--- config.mk ---
export PLATFORM = sky130hd
export DESIGN_NAME = sgmii_rx_align_ctrl
export DESIGN_NICKNAME = d
export VERILOG_FILES = /design/src/rtl/sgmii_align_pkg.sv /design/src/rtl/sgmii_rx_align_ctrl_err_monitor.sv /design/src/rtl/sgmii_rx_align_ctrl.sv
export SDC_FILE = /design/constraint.sdc
export NUM_CORES = 1
export LEC_CHECK = 0
export ABC_CLOCK_PERIOD_IN_PS = 6300
export CAP_MARGIN = 20
export CORE_MARGIN = 3
export CORE_UTILIZATION = 61
export DETAILED_ROUTE_END_ITERATION = 16
export HOLD_SLACK_MARGIN = 0.15
export PLACE_DENSITY = 0.85
export SLEW_MARGIN = 25
export SYNTH_ARGS = -nofsm -noshare
export SYNTH_HDL_FRONTEND = slang
export SYNTH_SLANG_ARGS = --single-unit
--- constraint.sdc ---
create_clock -name clk -period 6.3 [get_ports clk]
set_input_delay 0.945 -clock clk [delete_from_list [all_inputs] [get_ports clk]]
set_output_delay 0.945 -clock clk [all_outputs]
set_load 0.05 [all_outputs]
--- src/rtl/sgmii_align_pkg.sv ---
// Shared types for the SGMII RX symbol-alignment controller.
// State encoding matches the debug 'state' output of sgmii_rx_align_ctrl.
package sgmii_align_pkg;

  typedef enum logic [2:0] {
    HUNT   = 3'd0,
    SLIP   = 3'd1,
    SETTLE = 3'd2,
    VERIFY = 3'd3,
    LOCKED = 3'd4
  } align_state_t;

  localparam int SLIP_POSITIONS = 10;

endpackage

--- src/rtl/sgmii_rx_align_ctrl_err_monitor.sv ---
// Windowed error counter used while locked: trips when ERR_THRESH errors land within
// one window of ERR_WINDOW valid symbols. The trip is combinational so the FSM can leave LOCKED on the same edge.
module sgmii_align_err_monitor #(
  parameter int ERR_WINDOW = 128,
  parameter int ERR_THRESH = 8
) (
  input  logic clk,
  input  logic rst_n,
  input  logic clear,
  input  logic symbol_valid,
  input  logic err,
  output logic trip
);

  localparam int WW = (ERR_WINDOW > 1) ? $clog2(ERR_WINDOW) : 1;
  localparam int EW = $clog2(ERR_THRESH + 1);

  logic [WW-1:0] win_cnt;
  logic [EW-1:0] err_cnt;
  logic [EW-1:0] err_next;
  logic          win_last;

  assign err_next = err_cnt + EW'(err);
  assign win_last = (win_cnt == WW'(ERR_WINDOW - 1));
  // The error carried by the window's final symbol still counts toward the trip.
  assign trip     = !clear && symbol_valid && (err_next >= EW'(ERR_THRESH));

  always_ff @(posedge clk or negedge rst_n) begin
    if (!rst_n) begin
      win_cnt <= '0;
      err_cnt <= '0;
    end else if (clear) begin
      win_cnt <= '0;
      err_cnt <= '0;
    end else if (symbol_valid) begin
      if (trip || win_last) begin
        win_cnt <= '0;
        err_cnt <= '0;
      end else begin
        win_cnt <= win_cnt + 1'b1;
        err_cnt <= err_next;
      end
    end
  end

endmodule

--- src/rtl/sgmii_rx_align_ctrl.sv ---
// SGMII RX comma-alignment controller: hunts K28.5 via gearbox bitslip, verifies, locks, monitors error rate.
// Optional SGMII_ALIGN_STATS_EN adds saturating slip_count / lock_loss_count outputs.
module sgmii_rx_align_ctrl
  import sgmii_align_pkg::*;
#(
  parameter int COMMA_WINDOW = 64,
  parameter int SLIP_SETTLE  = 8,
  parameter int LOCK_COMMAS  = 4,
  parameter int ERR_WINDOW   = 128,
  parameter int ERR_THRESH   = 8
) (
  input  logic        clk,
  input  logic        rst_n,
  input  logic        enable,
  input  logic        symbol_valid,
  input  logic        is_comma,
  input  logic        symbol_err,
  input  logic        disparity_err,
  output logic        bitslip,
  output logic        locked,
  output logic [3:0]  slip_pos,
  output logic [2:0]  state
`ifdef SGMII_ALIGN_STATS_EN
  ,
  output logic [15:0] slip_count,
  output logic [15:0] lock_loss_count
`endif
);

  localparam int CW = $clog2(COMMA_WINDOW + 1);
  localparam int SW = $clog2(SLIP_SETTLE + 1);
  localparam int GW = $clog2(LOCK_COMMAS + 1);

  align_state_t  state_q, state_d;
  logic [CW-1:0] comma_timer_q, comma_timer_d;
  logic [SW-1:0] settle_cnt_q, settle_cnt_d;
  logic [GW-1:0] good_cnt_q, good_cnt_d;
  logic [3:0]    slip_pos_d;
  logic          err;
  logic          comma_timeout;
  logic          mon_clear;
  logic          mon_trip;

  assign err           = symbol_err | disparity_err;
  assign comma_timeout = (comma_timer_q == CW'(COMMA_WINDOW - 1));
  assign mon_clear     = !enable || (state_q != LOCKED);
  assign state         = state_q;

  sgmii_align_err_monitor #(
    .ERR_WINDOW (ERR_WINDOW),
    .ERR_THRESH (ERR_THRESH)
  ) u_err_monitor (
    .clk          (clk),
    .rst_n        (rst_n),
    .clear        (mon_clear),
    .symbol_valid (symbol_valid),
    .err          (err),
    .trip         (mon_trip)
  );

  always_comb begin
    state_d       = state_q;
    comma_timer_d = comma_timer_q;
    settle_cnt_d  = '0;
    good_cnt_d    = good_cnt_q;
    slip_pos_d    = slip_pos;
    if (!enable) begin
      state_d       = HUNT;
      comma_timer_d = '0;
      good_cnt_d    = '0;
    end else begin
      case (state_q)
        HUNT: if (symbol_valid) begin
          if (is_comma) begin
            state_d       = VERIFY;
            good_cnt_d    = GW'(1);
            comma_timer_d = '0;
          end else if (comma_timeout) begin
            state_d       = SLIP;
            comma_timer_d = '0;
          end else begin
            comma_timer_d = comma_timer_q + 1'b1;
          end
        end
        SLIP: state_d = SETTLE;
        SETTLE: begin
          if (settle_cnt_q == SW'(SLIP_SETTLE - 1)) begin
            state_d       = HUNT;
            comma_timer_d = '0;
          end else begin
            settle_cnt_d = settle_cnt_q + 1'b1;
          end
        end
        // An errored symbol wins over a comma flag on the same symbol.
        VERIFY: if (symbol_valid) begin
          if (err || (!is_comma && comma_timeout)) begin
            state_d       = SLIP;
            comma_timer_d = '0;
            good_cnt_d    = '0;
          end else if (is_comma) begin
            comma_timer_d = '0;
            if (good_cnt_q == GW'(LOCK_COMMAS - 1)) begin
              state_d    = LOCKED;
              good_cnt_d = '0;
            end else begin
              good_cnt_d = good_cnt_q + 1'b1;
            end
          end else begin
            comma_timer_d = comma_timer_q + 1'b1;
          end
        end
        LOCKED: if (mon_trip) state_d = HUNT;
        default: state_d = HUNT;
      endcase
    end
    if (state_d == SLIP && state_q != SLIP)
      slip_pos_d = (slip_pos == 4'(SLIP_POSITIONS - 1)) ? 4'd0 : slip_pos + 4'd1;
  end

  always_ff @(posedge clk or negedge rst_n) begin
    if (!rst_n) begin
      state_q       <= HUNT;
      comma_timer_q <= '0;
      settle_cnt_q  <= '0;
      good_cnt_q    <= '0;
      slip_pos      <= '0;
      bitslip       <= 1'b0;
      locked        <= 1'b0;
    end else begin
      state_q       <= state_d;
      comma_timer_q <= comma_timer_d;
      settle_cnt_q  <= settle_cnt_d;
      good_cnt_q    <= good_cnt_d;
      slip_pos      <= slip_pos_d;
      bitslip       <= (state_d == SLIP);
      locked        <= (state_d == LOCKED);
    end
  end

`ifdef SGMII_ALIGN_STATS_EN
  always_ff @(posedge clk or negedge rst_n) begin
    if (!rst_n) begin
      slip_count      <= '0;
      lock_loss_count <= '0;
    end else begin
      if (state_d == SLIP && state_q != SLIP && slip_count != 16'hFFFF)
        slip_count <= slip_count + 16'd1;
      if (state_q == LOCKED && state_d == HUNT && lock_loss_count != 16'hFFFF)
        lock_loss_count <= lock_loss_count + 16'd1;
    end
  end
`endif

endmodule

==> flow_summary.toml <==
[status]
status = "complete, no violations"

[timing]
slew_headroom_pct = 51.07
tightest_slew_ns = 0.7283
fin_crit_sh_pct = 42.80
clock_skew_ns = 0.004270
rsz0062_at_grt = "false"
hold_violations = 0
slew_violations = 0
fin_setup_tns_ns = 0
fin_crit_ns = 2.697
setup_violations = 0
clock.fmax_ghz = 0.3708

[clock_tree]
cts.clk_slew.worst_paths_ns = 0.10
cts_hold_buf = 0
cts_made_buffers = 5
clockBufferDepth = 2
cts_htree_levels = 2
clock-root-buffer = "clkbuf_4"
insertion_delay_ns = 0.34
cts_setup_buffers = 0
cts_tree = "built"
cts_sinks = 34
cts-resized-gates = 0

[grt]
grt_max_degree = 35
grt-ovfl-total = 0
grt_pass1_vias = 1380
grt_pass1_wl_mm = 6.051
grtUsageTotal_pct = 22.18
antenna_found_initial = 0

[floorplan]
start_util_pct = 65.34
rows = 19
die_x_um = 60.82
die_h_um = 60.82
core_region_area_um2 = 2805
io_pins = 16
die-area_um2 = 3698

[detailed_routing]
num_vias = 1480
ant_nets = 0
drc = 0
wl_met2_mm = 1.732
dr.pass1.iters = 4
wirelength_mm = 3.551
drt-initial-drc-count = 55
post_drt_wl_per_cell_um = 15.11
wirelength_met1_mm = 1.581
highest_layer = "met4"
avgViaCountPerCell = 6.298
met3_length_um = 178

[yosys]
synth_compound_area_share_pct = 18.84
ys_ff_latch = 34
synth_fp_nets = 198
yosysWarningCount = 0
synth_xor_xnor_area_share_pct = 2.867
synth_edf_count = 0
synth.distinct_cells = 55
synthArstFlopShare_pct = 100.0
postSynthCellCount = 185
synth-simple-area-share_pct = 23.82
synth-adder-area-share_pct = 4.096
synth_area_um2 = 1833
syn_area_per_cell_um2 = 9.908
synth_ff_type = "dfrtp_1"
ys_seq_area_share_pct = 46.42
synth_mux_area_share_pct = 1.092
synth_top_family_by_area = "simple AND/OR/NAND/NOR gates"

[setup_path]
critPathRequiredTime_ns = 5.35
critPathMaxStageDelay_ns = 0.88
cp_max_fo = 11
path_class = "reg2out"
crit_family = "buffers and inverters"
end_kind = "output pin"
regToRegSetupSlack_ns = 4.10
path_cells = "clkdlybuf4s50_1"
worst_setup_path_start_kind = "register"
critPathBufInv = 1
crit_arrival_ns = 1.75
slowest_stage = "clkdlybuf4s50_1"

[cells_and_area]
stdcell_count = 235
nets = 216
n_antenna_cell = 0
drive_gt1_share_pct = 8.824
final_cell_mix = "dfrtp_1, nand2_1, o21ai_0"
syn_to_final_growth_pct = 12.15
final_common_cell = "dfrtp_1"

[power]
sw_frac_of_total_pct = 34.16
leakage_nw = 0.9665
p_comb_share_pct = 26.3
power_switching_w = 0.0001746
p_per_area_nw_per_um2 = 248.6
p_seq_share_pct = 49.5
ir_drop_uv = 143.3
p_int_w = 0.0003365
power_frac_clock_pct = 24.2

[min_path]
min_path_type = "reg2reg"

[placed_design]
dp_hpwl_mm = 2.612
place.gp.congestion = 0.8716
portBuffers = 15
dp.cells = 227

[flow_run]
drv_cap = 0
-- metal layers --
layer	track usage (%)	up-vias
met3	8.298	8
met1	29.93	715
met2	33.13	38
li1	-	719
met5	0	-
met4	7.121	0
-- sequential cells by signal, summed over array words and instances (netlist names) --
name / cells
comma_timer_q: 7
u_err_monitor.win_cnt: 7
settle_cnt_q: 4
slip_pos: 4
u_err_monitor.err_cnt: 4
good_cnt_q: 3
state: 3
bitslip: 1
locked: 1
-- cells by family after synthesis --
| logic type | count (synthesis) |
|---|---|
| DFF | 34 |
| buffers and inverters | 10 |
| adders and majority gates | 6 |
| muxes | 2 |
| and+or+nand+nor | 79 |
| xor gates and xnor gates | 6 |
| AOI/OAI and AO/OA | 48 |
-- cell usage after synthesis, types with 2 or more instances --
| cell type | number | area [µm²] |
|---|---|---|
| a221o_1 | 2 | 20.02 |
| o211a_1 | 2 | 20.02 |
| clkbuf_1 | 3 | 11.26 |
| and2_1 | 2 | 12.51 |
| a31oi_1 | 2 | 12.51 |
| a22o_1 | 3 | 26.28 |
| a211o_1 | 2 | 17.52 |
| a21oi_1 | 5 | 25.02 |
| nand2_1 | 18 | 67.56 |
| ha_1 | 6 | 75.07 |
| nand2b_1 | 5 | 31.28 |
| dfrtp_1 | 34 | 850.8 |
| inv_1 | 5 | 18.77 |
| nor3_1 | 8 | 40.04 |
| nor2_1 | 10 | 37.54 |
| xor2_1 | 4 | 35.03 |
| nor2b_1 | 2 | 12.51 |
| mux2i_1 | 2 | 20.02 |
| xnor2_1 | 2 | 17.52 |
| nand3_1 | 8 | 40.04 |
| nor3b_1 | 3 | 22.52 |
| and3_1 | 7 | 43.79 |
| o21ai_0 | 16 | 80.08 |
| nor4_1 | 2 | 12.51 |
| buf_6 | 2 | 22.52 |
-- power by group through the flow --
stage	Clock, W	Combinational (W)	Sequential, W
final	0.000124	0.000135	0.000253
after floorplan	0	0.0000437	0.000301
after detailed placement	0	0.000134	0.000257
after global routing	0.000144	0.000144	0.000256
after CTS	0.000128	0.000135	0.000253
after global placement	0	0.000132	0.000255
-- cell type report --
cell class / count / area (µm²)
repair buffers: 16 / 157.7
multi-input cells: 141 / 929.6
clock buffers: 7 / 55.05
well taps: 31 / 38.79
clock inverters: 1 / 5.005
fillers: 208 / 749.5
flip-flops and latches: 34 / 850.8
inverters: 5 / 18.77
-- final timing paths --
check,from,endpoint,depth (start not counted)
min reg2reg,settle_cnt_q[0],settle_cnt_q[0],1
max,state[0],state[0],1
max in group asynchronous,rst_n,comma_timer_q[5],2
max reg2reg,comma_timer_q[0],slip_pos[3],6
min,settle_cnt_q[0],settle_cnt_q[0],1
min in group asynchronous,rst_n,u_err_monitor.win_cnt[3],2
-- through the flow --
step,util (%),worst slack (ns),hold WS [ns],total power (W),instance area [µm²]
final,73.28,3.603,0.4802,0.0005111,2056
after global routing,73.28,3.492,0.5167,0.0005436,2056
after CTS,73.28,3.592,0.4812,0.0005160,2056
after detailed placement,71.14,3.332,0.4673,0.0003913,1996
after global placement,71.14,3.391,0.4522,0.0003871,1996
after floorplan,-,3.940,0.4404,0.0003451,1833
(Power assumes the default switching activity.)
